$ cat config.mk
export PLATFORM = sky130hd
export DESIGN_NAME = boot_multi_loader_flat
export DESIGN_NICKNAME = d
export VERILOG_FILES = /design/src/rtl/boot_multi_loader_if.sv /design/src/rtl/boot_multi_loader.sv /design/src/flat_wrapper.sv
export SDC_FILE = /design/constraint.sdc
export NUM_CORES = 1
export LEC_CHECK = 0
export CORE_MARGIN = 2
export CORE_UTILIZATION = 57
export DETAILED_ROUTE_END_ITERATION = 16
export HOLD_SLACK_MARGIN = 0.02
export PLACE_DENSITY = 0.85
export SYNTH_ARGS = -nofsm -noshare
export SYNTH_HDL_FRONTEND = slang
export SYNTH_SLANG_ARGS = --single-unit
$ cat constraint.sdc
create_clock -name clk -period 3.4 [get_ports clk]
set_input_delay 0.51 -clock clk [delete_from_list [all_inputs] [get_ports clk]]
set_output_delay 0.51 -clock clk [all_outputs]
set_load 0.03 [all_outputs]
$ cat src/rtl/boot_multi_loader_if.sv
// Core bus seen by the boot copier: word address, read/write data,
// active-low request and active-low wait.
//
// Handshake: the master offers an access by driving n_req=0 together with
// a, wen and (for writes) dout; the access completes on the rising edge
// where n_req=0 and n_wait=1. Until that edge the master keeps a, wen and
// dout unchanged. Read data on din is taken only on the completing edge.
interface boot_multi_loader_if #(
    parameter int AW = 30,
    parameter int DW = 32
);
    logic [AW-1:0] a;
    logic [DW-1:0] din;
    logic [DW-1:0] dout;
    logic          n_req;
    logic          wen;
    logic          n_wait;

    modport master (
        output a,
        output dout,
        output n_req,
        output wen,
        input  din,
        input  n_wait
    );

    modport slave (
        input  a,
        input  dout,
        input  n_req,
        input  wen,
        output din,
        output n_wait
    );
endinterface

$ cat src/rtl/boot_multi_loader.sv
// Boot copier: holds the core in reset, copies NREG word images stored
// back-to-back from SRC_START into their destination regions, optionally
// verifies a trailing 32-bit additive checksum, then releases the core or
// flags an error. Both outcomes are terminal until rst.
module boot_multi_loader #(
    parameter int                 AW        = 30,
    parameter int                 DW        = 32,
    parameter int                 NREG      = 2,
    parameter logic [AW-1:0]      SRC_START = 30'h0000_2000,
    parameter logic [NREG*AW-1:0] REG_START = {NREG{30'h0}},
    parameter logic [NREG*AW-1:0] REG_SIZE  = {30'd0, 30'd2048},
    parameter bit                 CHK_EN    = 1'b1
) (
    input  logic                clk,
    input  logic                rst,
    output logic                n_rst_core,
    output logic                boot_end,
    output logic                boot_err,
    output logic [2:0]          dbg_state,
    boot_multi_loader_if.master bus
);
    // reg_idx must be able to hold NREG itself (the "table done" value)
    localparam int IW = (NREG < 1) ? 1 : $clog2(NREG + 1);

    typedef enum logic [2:0] {
        S_INIT   = 3'd0,
        S_SKIP   = 3'd1,
        S_RD     = 3'd2,
        S_WR     = 3'd3,
        S_SUM_RD = 3'd4,
        S_PASS   = 3'd5,
        S_FAIL   = 3'd6
    } state_t;

    state_t        state;
    state_t        state_nxt;
    logic [AW-1:0] src;
    logic [AW-1:0] dst;
    logic [AW-1:0] cnt;
    logic [IW-1:0] reg_idx;
    logic [IW-1:0] idx_nxt;
    logic [DW-1:0] sum;
    logic [DW-1:0] dout_q;
    logic [AW-1:0] cur_size;
    logic          table_end;
    logic          last_word;

    // Region table lookups; an index of NREG (past the table) reads as 0.
    function automatic logic [AW-1:0] size_at(input logic [IW-1:0] idx);
        size_at = '0;
        for (int k = 0; k < NREG; k++) begin
            if (idx == IW'(k)) begin
                size_at = REG_SIZE[k*AW +: AW];
            end
        end
    endfunction

    function automatic logic [AW-1:0] start_at(input logic [IW-1:0] idx);
        start_at = '0;
        for (int k = 0; k < NREG; k++) begin
            if (idx == IW'(k)) begin
                start_at = REG_START[k*AW +: AW];
            end
        end
    endfunction

    assign cur_size  = size_at(reg_idx);
    assign idx_nxt   = reg_idx + IW'(1);
    assign table_end = (reg_idx == IW'(NREG));
    assign last_word = ((cnt + AW'(1)) == cur_size);
    assign dbg_state = state;
    assign bus.dout  = dout_q;

    // State register.
    always_ff @(posedge clk) begin
        if (rst) begin
            state <= S_INIT;
        end else begin
            state <= state_nxt;
        end
    end

    // Next-state logic; bus states advance only on a completing cycle (n_wait=1).
    always_comb begin
        state_nxt = state;
        case (state)
            S_INIT: state_nxt = S_SKIP;
            S_SKIP: begin
                if (table_end) begin
                    state_nxt = CHK_EN ? S_SUM_RD : S_PASS;
                end else if (cur_size != '0) begin
                    state_nxt = S_RD;
                end
            end
            S_RD: begin
                if (bus.n_wait) begin
                    state_nxt = S_WR;
                end
            end
            S_WR: begin
                if (bus.n_wait) begin
                    state_nxt = last_word ? S_SKIP : S_RD;
                end
            end
            S_SUM_RD: begin
                if (bus.n_wait) begin
                    state_nxt = (bus.din == sum) ? S_PASS : S_FAIL;
                end
            end
            S_PASS:  state_nxt = S_PASS;
            S_FAIL:  state_nxt = S_FAIL;
            default: state_nxt = S_INIT;
        endcase
    end

    // Bus drive: address and direction come straight from the state, so they
    // cannot move during a stall; an idle bus shows a=0, wen=1.
    always_comb begin
        bus.n_req = 1'b1;
        bus.wen   = 1'b1;
        bus.a     = '0;
        case (state)
            S_RD: begin
                bus.n_req = 1'b0;
                bus.a     = src;
            end
            S_WR: begin
                bus.n_req = 1'b0;
                bus.wen   = 1'b0;
                bus.a     = dst;
            end
            S_SUM_RD: begin
                bus.n_req = 1'b0;
                bus.a     = src;
            end
            default: begin
                bus.n_req = 1'b1;
            end
        endcase
    end

    // Copy datapath: source/destination pointers, region walk and running checksum.
    always_ff @(posedge clk) begin
        if (rst) begin
            src     <= SRC_START;
            dst     <= '0;
            cnt     <= '0;
            reg_idx <= '0;
            sum     <= '0;
            dout_q  <= '0;
        end else begin
            case (state)
                S_INIT: dst <= start_at('0);
                S_SKIP: begin
                    // zero-size regions are stepped over at one per cycle
                    if (!table_end && cur_size == '0) begin
                        reg_idx <= idx_nxt;
                        dst     <= start_at(idx_nxt);
                    end
                end
                S_RD: begin
                    if (bus.n_wait) begin
                        dout_q <= bus.din;
                        sum    <= sum + bus.din;
                        src    <= src + AW'(1);
                    end
                end
                S_WR: begin
                    if (bus.n_wait) begin
                        if (last_word) begin
                            cnt     <= '0;
                            reg_idx <= idx_nxt;
                            dst     <= start_at(idx_nxt);
                        end else begin
                            cnt <= cnt + AW'(1);
                            dst <= dst + AW'(1);
                        end
                    end
                end
                default: begin
                    cnt <= cnt;
                end
            endcase
        end
    end

    // Status flags, registered from the terminal state (one cycle after entry).
    always_ff @(posedge clk) begin
        if (rst) begin
            n_rst_core <= 1'b0;
            boot_end   <= 1'b0;
            boot_err   <= 1'b0;
        end else begin
            n_rst_core <= (state == S_PASS);
            boot_end   <= (state == S_PASS) || (state == S_FAIL);
            boot_err   <= (state == S_FAIL);
        end
    end
endmodule
$ cat src/flat_wrapper.sv
// flat-port wrapper written by rule: the top's interface ports become plain ports
module boot_multi_loader_flat 
#(
    parameter int                 AW        = 30,
    parameter int                 DW        = 32,
    parameter int                 NREG      = 2,
    parameter logic [AW-1:0]      SRC_START = 30'h0000_2000,
    parameter logic [NREG*AW-1:0] REG_START = {NREG{30'h0}},
    parameter logic [NREG*AW-1:0] REG_SIZE  = {30'd0, 30'd2048},
    parameter bit                 CHK_EN    = 1'b1
)
  (clk, rst, n_rst_core, boot_end, boot_err, dbg_state, bus_a, bus_dout, bus_n_req, bus_wen, bus_din, bus_n_wait);
  boot_multi_loader_if #(.AW(AW), .DW(DW)) bus_i ();
  input  logic clk;
  input  logic rst;
  output logic n_rst_core;
  output logic boot_end;
  output logic boot_err;
  output logic [2:0] dbg_state;
  output wire logic [$bits(bus_i.a)-1:0] bus_a;
  output wire logic [$bits(bus_i.dout)-1:0] bus_dout;
  output wire logic [$bits(bus_i.n_req)-1:0] bus_n_req;
  output wire logic [$bits(bus_i.wen)-1:0] bus_wen;
  input wire logic [$bits(bus_i.din)-1:0] bus_din;
  input wire logic [$bits(bus_i.n_wait)-1:0] bus_n_wait;
  assign bus_a = bus_i.a;
  assign bus_dout = bus_i.dout;
  assign bus_n_req = bus_i.n_req;
  assign bus_wen = bus_i.wen;
  assign bus_i.din = bus_din;
  assign bus_i.n_wait = bus_n_wait;
  boot_multi_loader #(.AW(AW), .DW(DW), .NREG(NREG), .SRC_START(SRC_START), .REG_START(REG_START), .REG_SIZE(REG_SIZE), .CHK_EN(CHK_EN)) u_core (.clk(clk), .rst(rst), .n_rst_core(n_rst_core), .boot_end(boot_end), .boot_err(boot_err), .dbg_state(dbg_state), .bus(bus_i));
endmodule
==> metrics.md, run 1 <==
| Metric | Value |
|---|---|
| Setup tns final | `0 ps` |
| Die width | `130 um` |
| Reg2Reg Setup Slack | `180 ps` |
| Distinct cells, synth | `73` |
| First-pass GRT wire length | `37.6 mm` |
| Clock buffer depth | `2` |
| Seq cells post-synth | `162` |
| Cell Area, Placed | `10400 um^2` |
| WHS Path Cells | `2` |
| PortBufs | `104` |
| FP Rows | `46` |
| WL/cell | `15.6 um` |
| P_int | `3.38 mW` |
| Area of the core | `15700 um^2` |
| Max Used Layer | `met4` |
| Outcome | `completed` |
| Syn_nets | `1227` |
| Drt drc | `0` |
| Detailed Routing Iterations Pass 1 | `5` |
| PD cells | `415 nW/um^2` |
| Async set-reset flop share out of synthesis | `0` |
| Maximum vdd drop | `0.386 mV` |
| Dpl hpwl | `15.9 mm` |
| Number of global-route vias before repair | `8009` |
| Critical-path top delay cell | `dfxtp_1` |
| CP dominant cell by count | `buf_4` |
| Clock latency on the worst-skew pair | `430 ps` |
| Via count | `8650` |
| Die Y-Extent | `130 um` |
| Worst hold path class | `flop to flop` |
| GRT Overall Usage | `0.275` |
| Slew Viols, Final | `0` |
| Share of cells above drive strength 1 | `0.0723` |
| CP max stage delay | `510 ps` |
| WP depth | `12` |
| Initial antenna violation count | `0` |
| Fin area | `11000 um^2` |
| Post-route ant nets | `0` |
| Clock sink count | `162` |
| Syn Area/Cell | `7.86 um^2` |
| Main synth FF type | `dfxtp_1` |
| Worst-path clk slew | `60 ps` |
| CP delay by family, top | `simple AND/OR/NAND/NOR gates` |
| Cell count after synthesis | `1155` |
| Fill cells | `1235` |
| Number of synthesized flops with an enable pin | `0` |
| Worst Path Max Fanout | `12` |
| Initial cell density of the core | `0.578` |
| Inserted Clock Buffers | `17` |
| Comb power frac | `0.143` |
| I/O pins | `105` |
| Fmax | `311 MHz` |
| Final Util | `0.698` |
| Sequential cell area | `3240 um^2` |
| Routed WL | `23.0 mm` |
| Worst path bufs/invs | `2` |
| Clock skew | `8.92 ps` |
| Final nets | `1318` |
| Crit-path cells | `and4_1 -> nand4_2 -> buf_4 -> nor3_1 -> nand3_1 -> a221o_2 -> nor4_4 -> buf_4 -> nor2b_1 -> o21ai_1 -> xnor2_1 -> nor2_1` |
| Initial DRC count | `632` |
| Area of the multi-input gates | `5500 um^2` |
| Routed met2 length | `11.3 mm` |
| Synth warn | `0` |
| RR Startpoint | `u_core.cnt[9]` |
| Vias/cell | `5.87` |
| Critical path origin | `u_core.cnt[9]` |
| Syn Std Cell Area | `9080 um^2` |
| Worst setup endpoint | `u_core.reg_idx[0]` |
| Antenna Cells | `0` |
| Worst Setup Start Kind | `flop` |
| Flop pwr share | `0.435` |
| Worst-Margin Slew | `794 ps` |
| Maxcap violations | `0` |
| Seq/Total Area, Yosys | `0.357` |
| Layout overhead on the synthesized area | `20.8%` |
| DR WL met3 | `1.30 mm` |
| Clock period minus worst slack | `3220 ps` |
| Critical path class | `flop to flop` |
| RSZ-0062 raised after global routing | `false` |
| # setup viols final | `0` |
| Reg2Reg Depth | `12` |
| Hold slack | `452 ps` |
| Crit Reg-Reg Endpoint | `u_core.reg_idx[0]` |
| LEAKAGE | `3.98 nW` |
| Final hold vios | `0` |
| Largest net degree at the start of global routing | `75` |
| Switching Fraction | `0.258` |
| Max_slew headroom | `0.470` |
| Fin crit share | `0.946` |
| Wire length on met1 | `9.92 mm` |
| Gr ovfl total | `0` |
| Routability-driven placement congestion ratio | `0.900` |
| Worst setup EP type | `flop` |
| CTS tree | `done` |
| Die Footprint | `16900 um^2` |
| Critical Path RT | `3680 ps` |
| Arrival time at the worst endpoint | `3490 ps` |
| CTS H-tree lvls | `4` |
| Switching power total | `1.17 mW` |
| Clk Tree Root Cell | `clkbuf_16` |
| Clock Power Share | `0.422` |
==> cell families (layout without fill, tap and decap cells) <==
group	Yosys count	in the layout	share of synthesized area
multiplexers	4	4	0.00441
flip-flops	162	162	0.357
adder cells (fa/ha/maj)	37	37	0.0518
XOR/XNOR	99	99	0.0955
AND/OR/NAND/NOR	496	496	0.263
buffers and inverters	85	188	0.0387
AO/OA/AOI/OAI	272	272	0.189
==> cell type report <==
type                       instances  share of cell area
tap                              216              0.0246
multi-input combinational        908               0.502
clock buffer                      26              0.0428
clock inverter                     5             0.00936
timing repair buffer             139               0.119
sequential                       162               0.296
inverter                          18             0.00616
==> power by group through the flow <==
| stage | sequential (mW) | combinational (mW) | clock, mW |
|---|---|---|---|
| floorplan | 2.05 | 0.397 | 0 |
| global placement | 2.02 | 0.631 | 0 |
| detailed placement | 2.02 | 0.640 | 0 |
| CTS | 1.98 | 0.648 | 1.94 |
| global route | 1.99 | 0.712 | 2.01 |
| finish | 1.98 | 0.650 | 1.92 |
==> per-layer routing <==
metal | vias up | GRT usage
met5 | - | 0
met4 | 0 | 0.0904
met3 | 40 | 0.0549
met2 | 296 | 0.474
met1 | 4063 | 0.345
li1 | 4251 | -
==> metrics by stage <==
stage | cells | worst slack (ps) | total power, mW
2_1_floorplan | 1155 | 310 | 2.44
3_3_place_gp | 1443 | 68.3 | 2.65
3_5_place_dp | 1443 | 44.6 | 2.66
4_1_cts | 1474 | 64.2 | 4.57
5_1_grt | 1474 | 11.5 | 4.71
6_report | 1474 | 184 | 4.55
==> registers in the layout (all words and copies together), names as in the netlist, 2 cells and up <==
name and flops:
u_core.bus.dout 32, u_core.src 30, u_core.reg_idx 2, u_core.cnt 30, u_core.sum 32, u_core.dbg_state 3
u_core.dst 30
==> Yosys cell counts, types with 6 or more instances <==
master	number	share of area
or3_1	24	0.017
a211oi_1	9	0.0074
o21ai_0	43	0.024
inv_1	18	0.0074
nand2_1	183	0.076
xor2_1	54	0.052
a21o_1	16	0.013
nor4_1	11	0.0076
nand4_1	22	0.015
a22o_1	31	0.030
clkbuf_1	54	0.022
nor3_1	17	0.0094
nor2_1	123	0.051
and2_1	8	0.0055
nand2b_1	6	0.0041
dfxtp_1	162	0.36
a21oi_1	119	0.066
and3_1	18	0.012
a211o_1	6	0.0058
and4_1	8	0.0077
a31oi_1	10	0.0069
xnor2_1	45	0.043
nand3_1	38	0.021
ha_1	36	0.050
==> repair_timing <==
| item | CTS | global route |
|---|---|---|
| gates resized for setup | 0 | 4 |
| endpoints found under the setup margin | 0 | 72 |
| hold buffers | 0 | 0 |
| setup buffers | 0 | 0 |
==> tightest hold or removal path, stage by stage (launching register included) <==
cell	delay (ps)
dfxtp_1	310
nand2_1	50
a21oi_1	50
==> how the worst min path moves through the flow <==
stage	startpoint	to	slack, ps
finish	u_core.bus.dout[23]	u_core.bus.dout[23]	450
global route	u_core.bus.dout[9]	u_core.bus.dout[9]	470
CTS	u_core.bus.dout[1]	u_core.bus.dout[1]	460
detailed placement	u_core.bus.dout[1]	u_core.bus.dout[1]	450
global placement	u_core.bus.dout[30]	u_core.bus.dout[30]	440
floorplan	u_core.sum[3]	u_core.sum[3]	440
==> cells in the final DEF, fill, tap and decap left out, drive strengths merged, types with 3 or more instances in the layout <==
| master | n |
|---|---|
| o211ai | 3 |
| a211oi | 9 |
| nor4 | 15 |
| o21ai | 44 |
| or2 | 4 |
| xnor2 | 45 |
| nor2 | 124 |
| nand2b | 7 |
| and3 | 18 |
| and2 | 8 |
| nand2 | 184 |
| o21a | 4 |
| bufinv | 3 |
| a31oi | 10 |
| o21bai | 5 |
| nor3 | 18 |
| nor2b | 5 |
| or4 | 6 |
| nand3 | 40 |
| dfxtp | 162 |
| ha | 36 |
| o2111ai | 3 |
| a221oi | 3 |
| or3b | 3 |
| xor2 | 54 |
| inv | 18 |
| nand4 | 23 |
| a21o | 16 |
| mux2i | 4 |
| and4 | 8 |
| or3 | 24 |
| nor3b | 3 |
| a211o | 6 |
| a22o | 31 |
| clkbuf | 26 |
| clkdlybuf4s50 | 101 |
| buf | 38 |
| a21oi | 119 |
Power figures use the tool's default switching activity.
==> run 2, diff against run 1 <==
- MAX_ROUTING_LAYER: not set -> met4
==> run 2 against run 1 <==
  * Utilization is the same
  * First-iteration DRC count grew 4.9%
  * Clock-buffer cell count is the same
  * Die area is the same
  * Largest cell class unchanged
  * Largest power group unchanged
==> metrics.md, run 2 (synthesis gave the netlist of run 1 again) <==
| Metric | Value |
|---|---|
| Outcome | `completed` |
| Initial cell density of the core | `0.578 (unchanged)` |
| Routed WL | `23.0 mm (+0.16%)` |
| WHS Path Cells | `2 (unchanged)` |
| Critical Path RT | `3680 ps (about the same)` |
| Crit-path cells | `and4_1 -> nand4_2 -> buf_4 -> nor3_1 -> nand3_1 -> a221o_2 -> nor4_4 -> buf_4 -> nor2b_1 -> o21ai_1 -> xnor2_1 -> nor2_1` |
| Die Y-Extent | `130 um (unchanged)` |
| Cell count after placement | `1443 (unchanged)` |
| Critical-path top delay cell | `dfxtp_1` |
| Via count | `8635 (-0.17%)` |
| Die width | `130 um (unchanged)` |
| Critical path class | `flop to flop` |
| Post-route ant nets | `0 (unchanged)` |
| RSZ-0062 raised after global routing | `false` |
| Die Footprint | `16900 um^2 (unchanged)` |
| Gr ovfl total | `0 (unchanged)` |
| Reg2Reg Setup Slack | `190 ps (about the same)` |
| LEAKAGE | `3.98 nW (unchanged)` |
| Non-Filler Instances | `1474 (unchanged)` |
| PD cells | `415 nW/um^2 (about the same)` |
| Reg2Reg Depth | `12 (unchanged)` |
| Hold wc startpoint | `u_core.bus.dout[23]` |
| Most common library cell in the layout ignoring fill and taps | `nand2_1` |
| Final hold vios | `0 (unchanged)` |
| Share of cells above drive strength 1 | `0.0723 (unchanged)` |
| Worst setup EP type | `flop` |
| I/O pins | `105 (unchanged)` |
| RR Startpoint | `u_core.cnt[10]` |
| First-pass GRT wire length | `37.5 mm (about the same)` |
| Antenna Cells | `0 (unchanged)` |
| Number of global-route vias before repair | `7987 (-0.27%)` |
| GRT Overall Usage | `0.283 (+0.00845)` |
| Worst-Margin Slew | `795 ps (+0.939 ps)` |
| Initial antenna violation count | `0 (unchanged)` |
| Clock sink count | `162 (unchanged)` |
| Fmax | `311 MHz (+0.14%)` |
| Hold Buf Count CTS | `0 (unchanged)` |
| Clock buffer depth | `2 (unchanged)` |
| Clk Tree Root Cell | `clkbuf_16` |
| Routability-driven placement congestion ratio | `0.915 (+1.7%)` |
| PortBufs | `104 (unchanged)` |
| Drt drc | `0 (unchanged)` |
| Max_slew headroom | `0.470 (-0.000626)` |
| Clock skew | `7.34 ps (-1.58 ps)` |
| Worst-path clk slew | `60 ps (about the same)` |
| Final nets | `1318 (unchanged)` |
| Worst Path Max Fanout | `12 (unchanged)` |
| Clock period minus worst slack | `3210 ps (-4.47 ps)` |
| CP max stage delay | `500 ps (about the same)` |
| # setup viols final | `0 (unchanged)` |
| Vias/cell | `5.86 (-0.17%)` |
| CP dominant cell by count | `buf_4` |
| Most frequent cells in the layout | `nand2_1, dfxtp_1, nor2_1, a21oi_1, clkdlybuf4s50_1` |
| CTS H-tree lvls | `4 (unchanged)` |
| WL/cell | `15.6 um (+0.16%)` |
| Fin crit share | `0.945 (-0.00132)` |
| Slew Viols, Final | `0 (unchanged)` |
| Layout overhead on the synthesized area | `20.8% (unchanged)` |
| Hold Crit Endpoint | `u_core.bus.dout[23]` |
| CP delay by family, top | `simple AND/OR/NAND/NOR gates` |
| Arrival time at the worst endpoint | `3490 ps (about the same)` |
| Detailed Routing Iterations Pass 1 | `5 (unchanged)` |
| Worst path bufs/invs | `2 (unchanged)` |
| Worst hold path class | `flop to flop` |
| FP Rows | `46 (unchanged)` |
| Maximum vdd drop | `0.388 mV (+0.43%)` |
| CTS tree | `done` |
| Dpl hpwl | `15.9 mm (unchanged)` |
| Initial DRC count | `663 (+4.9%)` |
| Inserted Clock Buffers | `17 (unchanged)` |
| Worst Setup Start Kind | `flop` |
| Largest net degree at the start of global routing | `75 (unchanged)` |
| Clock latency on the worst-skew pair | `430 ps (about the same)` |
| Crit Reg-Reg Endpoint | `u_core.reg_idx[0]` |
| Setup tns final | `0 ps (unchanged)` |
| Maxcap violations | `0 (unchanged)` |
| Area of the core | `15700 um^2 (unchanged)` |
==> run 2: worst max-delay path by stage <==
stage / from / slack [ps] / endpoint / cells after the start
3_5_place_dp: bus_din[16] / 40 / u_core.sum[31] / 12
2_1_floorplan: u_core.cnt[0] / 310 / u_core.cnt[19] / 13
5_1_grt: u_core.cnt[9] / 10 / u_core.reg_idx[1] / 12
6_report: u_core.cnt[10] / 190 / u_core.reg_idx[0] / 12
4_1_cts: u_core.dbg_state[0] / 60 / bus_a[27] / 5
3_3_place_gp: bus_din[16] / 70 / u_core.sum[31] / 12
==> run 2: per-stage QoR <==
stage | util | setup slack [ps] | cell area, um^2 | total power [mW] | hold slack [ps]
2_1_floorplan | - | 310 | 9080 | 2.44 | 436
3_3_place_gp | 0.661 | 68.3 | 10400 | 2.65 | 442
3_5_place_dp | 0.661 | 44.6 | 10400 | 2.66 | 446
4_1_cts | 0.697 | 64.2 | 11000 | 4.57 | 455
5_1_grt | 0.698 | 10.5 | 11000 | 4.71 | 472
6_report | 0.698 | 188 | 11000 | 4.55 | 452
==> run 2: report_power, final <==
part / switching, mW / internal (mW)
Combinational: 0.388 / 0.263
Clock: 0.746 / 1.17
Sequential: 0.0382 / 1.94
==> run 2: timing repair <==
action	CTS	global route
setup buffers	0	0
setup endpoints to repair	0	72
resized for setup	0	4
==> run 2: cell type report <==
class,count,area [um^2]
clock buffer,26,469
clock inverter,5,103
fill,1235,4750
inverter,18,67.6
multi-input combinational,908,5500
sequential,162,3240
tap,216,270
timing repair buffer,139,1310
==> run 2: worst reg2reg max path: stages (launching register included) <==
cell and delay (ps):
dfxtp_1 500, and4_1 360, nand4_2 160, buf_4 200
nor3_1 340, nand3_1 130, a221o_2 410, nor4_4 230
buf_4 230, nor2b_1 160, o21ai_1 110, xnor2_1 180
nor2_1 50
==> run 2: layer usage <==
metal | vias to the layer above | routed length [um] | GRT usage
li1 | 4246 | - | -
met1 | 4042 | 9920 | 0.347
met2 | 304 | 11300 | 0.474
met3 | 43 | 1360 | 0.0521
met4 | 0 | 458 | 0.0904
met5 | - | 0 | -
==> run 3, diff against run 2 <==
- CTS_CLUSTER_DIAMETER: not set -> 50
==> results of run 3 <==
Same layout as run 2: the final DEF is identical, and so are final timing and power.
